===== config.mk =====
export PLATFORM = sky130hd
export DESIGN_NAME = seq_unsigned_mult
export DESIGN_NICKNAME = d
export VERILOG_FILES = /design/src/rtl/seq_unsigned_mult_pkg.sv /design/src/rtl/seq_unsigned_mult.sv
export SDC_FILE = /design/constraint.sdc
export NUM_CORES = 1
export LEC_CHECK = 0
export CAP_MARGIN = 20
export CORE_UTILIZATION = 40
export DETAILED_ROUTE_END_ITERATION = 10
export RECOVER_POWER = 50
export SYNTH_ARGS = -nofsm -noshare
export SYNTH_HDL_FRONTEND = slang
export SYNTH_SLANG_ARGS = --single-unit
export TNS_END_PERCENT = 100

===== constraint.sdc =====
create_clock -name clk -period 5.6 [get_ports clk]
set_input_delay 0.84 -clock clk [delete_from_list [all_inputs] [get_ports clk]]
set_output_delay 0.84 -clock clk [all_outputs]
set_load 0.01 [all_outputs]

===== src/rtl/seq_unsigned_mult_pkg.sv =====
// Shared ALU package: FSM state encoding and the default operand width.
package seq_unsigned_mult_pkg;

  localparam int unsigned DEFAULT_WIDTH = 16;

  typedef enum logic [1:0] {
    IDLE = 2'd0,
    BUSY = 2'd1,
    DONE = 2'd2
  } state_e;

endpackage


===== src/rtl/seq_unsigned_mult.sv =====
// Sequential shift-and-add multiplier computing A*B + addend, one multiplier bit per cycle.
module seq_unsigned_mult
  import seq_unsigned_mult_pkg::*;
#(
  parameter int unsigned WIDTH = DEFAULT_WIDTH
) (
  input  logic                 clk,
  input  logic                 rst,
  input  logic                 start,
  input  logic [WIDTH-1:0]     multiplicand,
  input  logic [WIDTH-1:0]     multiplier,
  input  logic [WIDTH-1:0]     addend,
  output logic                 busy,
  output logic                 done,
  output logic [2*WIDTH-1:0]   product,
  output logic                 overflow
);

  localparam int unsigned PW    = 2 * WIDTH;
  localparam int unsigned CNT_W = $clog2(WIDTH) + 1;

  state_e             state_q, state_d;
  logic [WIDTH-1:0]   mcand_q, mcand_d;
  logic [WIDTH-1:0]   mplier_q, mplier_d;
  logic [PW-1:0]      acc_q, acc_d;
  logic [PW-1:0]      product_q, product_d;
  logic [CNT_W-1:0]   cnt_q, cnt_d;
  logic               done_q, done_d;
  logic               ovf_q, ovf_d;
  logic               busy_q, busy_d;

  // Next-state and datapath; the accumulator cannot carry past PW bits.
  always_comb begin
    state_d   = state_q;
    mcand_d   = mcand_q;
    mplier_d  = mplier_q;
    acc_d     = acc_q;
    product_d = product_q;
    cnt_d     = cnt_q;
    ovf_d     = ovf_q;
    done_d    = 1'b0;

    unique case (state_q)
      IDLE: begin
        if (start) begin
          mcand_d  = multiplicand;
          mplier_d = multiplier;
          acc_d    = PW'(addend);
          cnt_d    = '0;
          state_d  = BUSY;
        end
      end
      BUSY: begin
        if (mplier_q[0]) begin
          acc_d = acc_q + (PW'(mcand_q) << cnt_q);
        end
        mplier_d = mplier_q >> 1;
        cnt_d    = cnt_q + CNT_W'(1);
        if (cnt_q == CNT_W'(WIDTH - 1)) begin
          state_d = DONE;
        end
      end
      DONE: begin
        product_d = acc_q;
        ovf_d     = |acc_q[PW-1:WIDTH];
        done_d    = 1'b1;
        state_d   = IDLE;
      end
      default: begin
        state_d = IDLE;
      end
    endcase

    busy_d = (state_d != IDLE);
  end

  always_ff @(posedge clk) begin
    if (rst) begin
      state_q   <= IDLE;
      mcand_q   <= '0;
      mplier_q  <= '0;
      acc_q     <= '0;
      product_q <= '0;
      cnt_q     <= '0;
      done_q    <= 1'b0;
      ovf_q     <= 1'b0;
      busy_q    <= 1'b0;
    end else begin
      state_q   <= state_d;
      mcand_q   <= mcand_d;
      mplier_q  <= mplier_d;
      acc_q     <= acc_d;
      product_q <= product_d;
      cnt_q     <= cnt_d;
      done_q    <= done_d;
      ovf_q     <= ovf_d;
      busy_q    <= busy_d;
    end
  end

  assign busy     = busy_q;
  assign done     = done_q;
  assign product  = product_q;
  assign overflow = ovf_q;

endmodule


==> results of run 1 <==
cells in the mapped netlist (5+ instances only):
master	n	area (um2)
a211oi_1	9	67.6
a21o_1	18	135
a21oi_1	106	531
a311oi_1	9	78.8
and3_1	8	50.1
buf_2	9	45.0
clkbuf_1	48	180
dfxtp_1	106	2120
ha_1	33	413
inv_1	6	22.5
mux2_2	12	135
mux2i_1	22	220
nand2_1	176	661
nand2b_1	9	56.3
nand3_1	9	45.0
nand4_1	7	43.8
nor2_1	115	432
nor2b_1	23	144
nor3_1	19	95.1
nor4_1	5	31.3
o211ai_1	6	45.0
o21ai_0	35	175
o21ai_1	5	25.0
o22ai_1	18	113
xnor2_1	12	105
xor2_1	11	96.3
through the flow:
step	worst slack (ps)	instances
detailed placement	1260	1167
global route	879	1186
global placement	1340	1167
floorplan	2010	915
CTS	1200	1183
finish	1200	1186
per-layer routing:
metal	track usage, %	vias to the layer above	part of all wire [%]
met5	0	-	0
li1	-	3294	-
met4	7.92	0	1.9
met1	32.6	2962	52
met2	32.4	152	43
met3	3.41	19	3.7
state kept, by name, summed over array words and instances, names as in the netlist:
name      count
cnt_q         5
mcand_q      16
product      32
mplier_q     16
overflow      1
done          1
busy          1
acc_q        32
state_q       2
worst paths after layout:
kind,from,endpoint,slack (ps)
max,cnt_q[1],acc_q[31],1200
min,product[24],product[24],450
max reg2reg,cnt_q[1],acc_q[31],1200
min reg2reg,product[24],product[24],450
power by group:
part	switching (uW)	internal, uW
combinational	198	145
sequential	28.3	784
clock	290	374
worst register-to-register path, stage by stage (launching register included):
cell	delay (ps)
dfxtp_1	850
mux2_2	420
o21ai_0	310
mux2i_1	160
o21ai_0	370
nor2_1	120
ha_1	410
a211oi_1	250
nor2_1	130
a211oi_2	280
a21oi_4	80
a41oi_2	240
a31oi_1	130
xnor2_1	240
o22ai_1	100
a22o_1	200
cells by family (layout without fill, tap and decap cells):
logic type / after synthesis / after routing
and+or+nand+nor: 393 / 393
AOI/OAI and AO/OA: 254 / 254
DFF: 106 / 106
buffers and inverters: 69 / 120
muxes: 36 / 36
adders and majority gates: 34 / 34
xor gates and xnor gates: 23 / 23
layout make-up:
cell class	count	area [um2]	area share [%]
clock buffer	13	260	3.21
clock inverter	3	46.3	0.571
sequential	106	2120	26.2
timing repair buffer	98	952	11.7
tap	220	275	3.39
multi-input combinational	740	4430	54.6
inverter	6	22.5	0.278
==> metrics.csv, run 1 <==
metric,value,unit
H-tree depth,3,
Hold Path Cell Cnt,2,
mean area per synthesized cell,7.45,um2
I/O pins,86,
hold_buf cts,0,
RSZ-0062 raised after global routing,false,
vias per cell,5.42,
"commonest non-fill, non-tap cells in the layout","176 x nand2_1, 115 x nor2_1, 106 x dfxtp_1",
DRC violations left,0,
std cell rows,47,
R2R depth,15,
initial antenna violation count,0,
gpl congestion,0.910,
Tcrit/Tclk final,78.5,%
CTS Buffer Depth,2,
ratio of cells with drive above 1 in the final layout,7.04,%
Via Count,6427,
failing checks,"max-capacitance violations, max-slew violations",
Max Freq,227,MHz
Post-synth EDFFs,0,
"Seq/Total Area, Yosys",31.1,%
"FF+latch count, synth",106,
"most common cell after layout, fill and taps aside",nand2_1,
clk slew on worst S/H paths,70,ps
Top delay family on crit path,compound AO/OA/AOI/OAI gates,
Antenna Violating Nets Remaining,0,
post-synthesis simple-gate area fraction,25.6,%
Synth Area in XOR/XNOR,2.95,%
post-cts resize count,0,
Fillers,1651,
Starting DRT DRC Count,418,
core area,16600,um2
post-CTS setup buffers,0,
leakage,0.00333,uW
max_cap viols,1,
final hold violations,0,
Final Slew Violations,32,
Crit Path Class,reg -> reg,
Pre-antenna DRT Iters,4,
"Cell Area, Placed",7770,um2
utilization after layout,48.7,%
crit path buf inv count,0,
Unique masters post-synth,70,
initial core utilization,41.0,%
synth warn,0,
Max VDD drop,0.000145,V
Worst-Margin Slew,1500,ps
IO buf count,85,
Clock Skew,8.50,ps
Slowest cell on crit path,dfxtp_1,
die area,17600,um2
nets@finish,1046,
complex-gate fraction of the synthesized area,24.0,%
total CTS buffers,9,
global-route wire length before repair,31200,um
Clock Sink Count,106,
"Design Area, Final",8110,um2
area grow syn2layout,18.9,%
Tmin final,4400,ps
cells after synthesis,915,
Die Y-Extent,133,um
CTS Root Cell,clkbuf_16,
prevailing post-synth register cell,dfxtp_1,
"Req. time, crit path",5860,ps
critical path arrival,4650,ps
largest family of logic cells by synthesized area,simple AND/OR/NAND/NOR gates,
total track usage,22.1,%
Overflow after GRT,0,
Synth Cell Area,6820,um2
post-synthesis mux area share,5.87,%
maximum fanout along the worst path,18,
worst stage delay on the critical path,850,ps
antenna cells,0,
"Power, Total",1820,uW
hold crit path type,reg -> reg,
area share of fa/ha/maj cells after synthesis,6.35,%
Die Width,133,um
CTS tree,yes,
PD cells,224,nW/um2
critical path startpoint category,flip-flop,
Critical Path Sink Type,flip-flop,
Setup Viol. Count Final,0,
vias in the first global route,5942,
final WL,18800,um
worst skew pair latency,360,ps
Min Hold Slack,451,ps
syn_nets,1000,
dpl hpwl,13500,um
Slew HR,-0.250,%
Setup TNS,0,ps
Stages on worst setup path,15,
ys async rst share,0,%
outcome,finished with violations,
largest net degree at the start of global routing,76,
CP cell instances,mux2_2 -> o21ai_0 -> mux2i_1 -> o21ai_0 -> nor2_1 -> ha_1 -> a211oi_1 -> nor2_1 -> a211oi_2 -> a21oi_4 -> a41oi_2 -> a31oi_1 -> xnor2_1 -> o22ai_1 -> a22o_1,
post-DR wirelength/cell,15.9,um
No activity file was read; power rests on OpenSTA's default activity.
==> inputs of run 2 (changes only) <==
clock period = 4.22 ns   (was 5.6 ns; I/O delays follow)
==> metrics.csv, run 2 (synthesis results as in run 1) <==
metric,value,unit,change
outcome,finished with violations,,unchanged
failing checks,max-capacitance violations,,"was max-capacitance violations, max-slew violations"
CTS Buffer Depth,2,,unchanged
Setup TNS,0,ps,unchanged
I/O pins,86,,unchanged
IO buf count,85,,unchanged
std cell rows,47,,unchanged
antenna cells,0,,unchanged
gpl congestion,0.893,,was 0.910
Slowest cell on crit path,ha_1,,was dfxtp_1
critical path startpoint category,flip-flop,,unchanged
"most common cell after layout, fill and taps aside",nand2_1,,unchanged
Final Slew Violations,0,,was 32
crit path buf inv count,2,,was 0
H-tree depth,3,,unchanged
Via Count,6556,,"was 6,427"
ratio of cells with drive above 1 in the final layout,7.31,%,was 7.04%
Clock Sink Count,106,,unchanged
Top delay family on crit path,compound AO/OA/AOI/OAI gates,,unchanged
CP cell instances,buf_4 -> buf_4 -> and2_1 -> o31a_1 -> mux2_2 -> o21ai_0 -> nor2_1 -> ha_1 -> nand4_1 -> o22ai_1 -> nor4_4 -> a21oi_4 -> a41oi_2 -> a31oi_1 -> xnor2_1 -> o22ai_1 -> a22o_1,,was mux2_2 -> o21ai_0 -> mux2i_1 -> o21ai_0 -> nor2_1 -> ha_1 -> a211oi_1 -> nor2_1 -> a211oi_2 -> a21oi_4 -> a41oi_2 -> a31oi_1 -> xnor2_1 -> o22ai_1 -> a22o_1
core area,16600,um2,unchanged
CTS Root Cell,clkbuf_16,,unchanged
"commonest non-fill, non-tap cells in the layout","176 x nand2_1, 115 x nor2_1, 106 x dfxtp_1",,unchanged
final WL,18800,um,about the same
largest net degree at the start of global routing,63,,was 76
PD cells,302,nW/um2,was 224 nW/um2
total track usage,22.0,%,was 22.1%
Reg2Reg Setup Slack,220,ps,was 1200 ps
Overflow after GRT,0,,unchanged
Max VDD drop,0.000196,V,was 0.000145 V
global-route wire length before repair,31300,um,"was 31,200 um"
total CTS buffers,9,,unchanged
Tmin final,4000,ps,was 4400 ps
vias per cell,5.50,,was 5.42
hold crit path type,reg -> reg,,unchanged
maximum fanout along the worst path,16,,was 18
DRC violations left,0,,unchanged
utilization after layout,48.9,%,was 48.7%
clk slew on worst S/H paths,70,ps,about the same
Die Width,133,um,unchanged
Tcrit/Tclk final,94.7,%,was 78.5%
Crit Path Class,reg -> reg,,unchanged
final hold violations,0,,unchanged
Max Freq,250,MHz,was 227 MHz
max_cap viols,1,,unchanged
Starting DRT DRC Count,505,,was 418
Pre-antenna DRT Iters,5,,was 4
hold_buf cts,0,,unchanged
multi-input logic area,4430,um2,about the same
die area,17600,um2,unchanged
vias in the first global route,6114,,"was 5,942"
worst stage delay on the critical path,420,ps,was 850 ps
Min Hold Slack,451,ps,about the same
Die Y-Extent,133,um,unchanged
Clock Skew,7.24,ps,was 8.50 ps
register area,2120,um2,unchanged
critical path arrival,4250,ps,was 4650 ps
nets@finish,1051,,"was 1,046"
initial antenna violation count,0,,unchanged
"Power, Total",2460,uW,was 1820 uW
"Req. time, crit path",4470,ps,was 5860 ps
Worst-Margin Slew,1490,ps,was 1500 ps
Fillers,1666,,"was 1,651"
leakage,0.00336,uW,was 0.00333 uW
post-DR wirelength/cell,15.7,um,was 15.9 um
Setup Viol. Count Final,0,,unchanged
worst skew pair latency,360,ps,about the same
area grow syn2layout,19.2,%,was 18.9%
Critical Path Sink Type,flip-flop,,unchanged
Slew HR,0.347,%,was -0.250%
initial core utilization,41.0,%,unchanged
Antenna Violating Nets Remaining,0,,unchanged
dpl hpwl,13600,um,"was 13,500 um"
CTS tree,yes,,unchanged
RSZ-0062 raised after global routing,false,,unchanged
==> run 2: final timing paths <==
path	startpoint	to	depth (start not counted)
worst max-delay path	cnt_q[1]	acc_q[31]	17
worst min-delay path	product[21]	product[21]	2
worst max register to register	cnt_q[1]	acc_q[31]	17
worst min register to register	product[21]	product[21]	2
==> run 2: per-layer routing <==
metal,track usage (%),wire [um],vias to the layer above
met1,32.0,9440,3044
met5,0,0,-
met2,32.6,8050,169
met4,8.75,416,0
met3,2.84,852,23
li1,-,-,3320
==> run 2: cell type report <==
| cell class | count | share of cell area, % |
|---|---|---|
| Multi-Input combinational cell | 740 | 54.4 |
| Inverter | 6 | 0.277 |
| Clock inverter | 4 | 0.908 |
| Timing Repair Buffer | 103 | 11.9 |
| Clock buffer | 12 | 3.03 |
| Tap cell | 220 | 3.39 |
| Sequential cell | 106 | 26.1 |
==> run 2: power breakdown <==
part           internal (uW)  total [uW]  switching (uW)
sequential              1040        1080            37.0
combinational            194         458             264
clock                    538         919             381
total                   1770        2450             682
==> run 2: repair_timing <==
item | 4_1_cts | 5_1_grt
resized for setup | 0 | 1
setup endpoints to repair | 0 | 1
buffers inserted | 0 | 0
endpoints found under the hold margin | 0 | 0
==> run 2: stage by stage <==
stage,instances,setup slack (ps),area (um2)
6_report,1191,223,8130
5_1_grt,1191,21.2,8130
4_1_cts,1190,266,8140
3_5_place_dp,1174,299,7820
3_3_place_gp,1174,252,7820
2_1_floorplan,915,625,6820
==> run 2: worst register-to-register path: cells and delay by family (launching register included) <==
family,cells,cell delay (ps)
multiplexers,1,280
flip-flops,1,320
XOR/XNOR,1,170
buffers and inverters,2,410
AO/OA/AOI/OAI,8,1810
AND/OR/NAND/NOR,4,480
adder cells (fa/ha/maj),1,420
==> variant: new RTL, settings of run 2 <==
Re-encode `state_e` (3 states) as one-hot, 3 bits wide.
--- a/src/rtl/seq_unsigned_mult_pkg.sv
+++ b/src/rtl/seq_unsigned_mult_pkg.sv
@@ -3,10 +3,10 @@
 
   localparam int unsigned DEFAULT_WIDTH = 16;
 
-  typedef enum logic [1:0] {
-    IDLE = 2'd0,
-    BUSY = 2'd1,
-    DONE = 2'd2
+  typedef enum logic [2:0] {
+    IDLE = 3'b001,
+    BUSY = 3'b010,
+    DONE = 3'b100
   } state_e;
 
 endpackage
Formal check against the unedited RTL: no difference found for any inputs over 10 cycles, from zero or initial values and one cycle with rst high; not proved beyond that.
==> variant against run 2 <==
Synthesized area fell by 4.8%. Sequential cell count rose by 1. Total power fell by 7.4%. Wire length fell by 6.6%. Core utilization rose by 0.52 points. Non-clock buffer count did not move. Worst setup slack improved by 57 ps. Count of clock-buffer cells in the layout fell by 1. Final area fell by 3.5%. Global-route usage fell by 0.17 points. Largest power group unchanged. Highest routed layer unchanged.
==> variant: results <==
{
  "yosysSeqAreaShare_pct": 33.0,
  "p_leak_nw": 3.12,
  "crit_fanout": 27,
  "outcome": "completed",
  "wirelength_mm": 17.5,
  "netlist_top_cells_count": "nand2_1 (190), a21oi_1 (111), dfxtp_1 (107)",
  "grt_use_met1_pct": 28.3,
  "grt_first_pass_wirelength_mm": 28.8,
  "grt_max_degree": 46,
  "place_inst": 1122,
  "fin_worst_skew_ps": 8.86,
  "firstDrtPassIters": 6,
  "drive_gt1_share_pct": 6.72,
  "dp_hpwl_mm": 13.3,
  "met2_usage_pct": 37.2,
  "cts_root_buf": "clkbuf_16",
  "synth_nets": 945,
  "grt_use_total_pct": 21.8,
  "grt_pass1_vias": 5764,
  "ir_worst_vdd_mv": 0.284,
  "tightest_slew_ps": 1400,
  "crit_arrival_ps": 4160,
  "antenna_found_initial": 0,
  "port_buffers": 85,
  "num_vias": 6203,
  "fin_nets": 1003,
  "clk-insertion-delay-late_ps": 360,
  "place_congestion": 0.934,
  "ys_top_cells_by_area": "dfxtp_1 (33%), nand2_1 (11%), a21oi_1 (8.6%)",
  "drtIter0Drc": 478,
  "post_drt_wl_per_cell_microns": 15.4,
  "ys_types": 62
}
-- variant: changes by cell type after synthesis, moves of 5 or more --
cell / change
nand2_1: +14
o21ai_0: +13
nor2b_1: -21
clkbuf_1: -6
nor2_1: -38
a21oi_1: +5
nor3_1: -5
a22oi_1: +11
and3_1: -5
-- variant: critical path: stages, from the launching register on --
cell      delay, ps
dfxtp_1         360
buf_12          200
and2_1          170
nor3_1           50
a21oi_1         250
mux2_2          230
nor2_1           40
a21o_1          150
o22ai_1         250
ha_1            360
a211oi_2        230
o211ai_1        120
a31o_2          260
a21o_1          180
a211o_1         280
a21o_1          190
a221oi_2        240
xor2_1          180
o21ai_1          70
-- variant: cell type report --
| type | count | area, sq um |
|---|---|---|
| sequential | 107 | 2140 |
| multi-input combinational | 690 | 4110 |
| clock buffer | 11 | 243 |
| timing repair buffer | 103 | 1000 |
| clock inverter | 4 | 51.3 |
| fill | 1619 | 8040 |
| tap | 216 | 270 |
| inverter | 7 | 26.3 |
-- variant: kinds of logic (layout without fill, tap and decap cells) --
family / count (synthesis) / count (layout) / share of synthesized area, %
simple gates: 332 / 332 / 21.5
compound gates: 262 / 262 / 25.4
flops: 107 / 107 / 33.0
buf+inv: 63 / 125 / 3.85
mux: 35 / 35 / 5.99
fa+ha+maj: 34 / 34 / 6.67
xor+xnor: 27 / 27 / 3.64
-- variant: metrics by stage --
stage	power, mW	cell area (sq um)	setup WS, ps
finish	2.27	7850	280
global route	2.38	7850	11.5
global placement	1.45	7550	278
floorplan	1.32	6490	261
detailed placement	1.45	7550	223
CTS	2.30	7840	214
-- variant: power by group --
| part | leakage [nW] | total [mW] | internal (mW) | switching (mW) |
|---|---|---|---|---|
| clock network | 0.142 | 0.850 | 0.473 | 0.376 |
| logic | 2.10 | 0.342 | 0.152 | 0.190 |
| registers | 0.871 | 1.08 | 1.05 | 0.0342 |
-- variant: final timing paths --
kind | cells past startpoint | from | slack [ps] | endpoint
max | 18 | cnt_q[1] | 280 | acc_q[30]
min | 2 | product[26] | 450 | product[26]
max reg2reg | 18 | cnt_q[1] | 280 | acc_q[30]
min reg2reg | 2 | product[26] | 450 | product[26]
-- variant: routing by layer --
metal	up-vias	part of all wire (%)
met5	-	0
met4	0	1.3
met3	18	4.3
met2	141	48
met1	2880	47
li1	3164	-
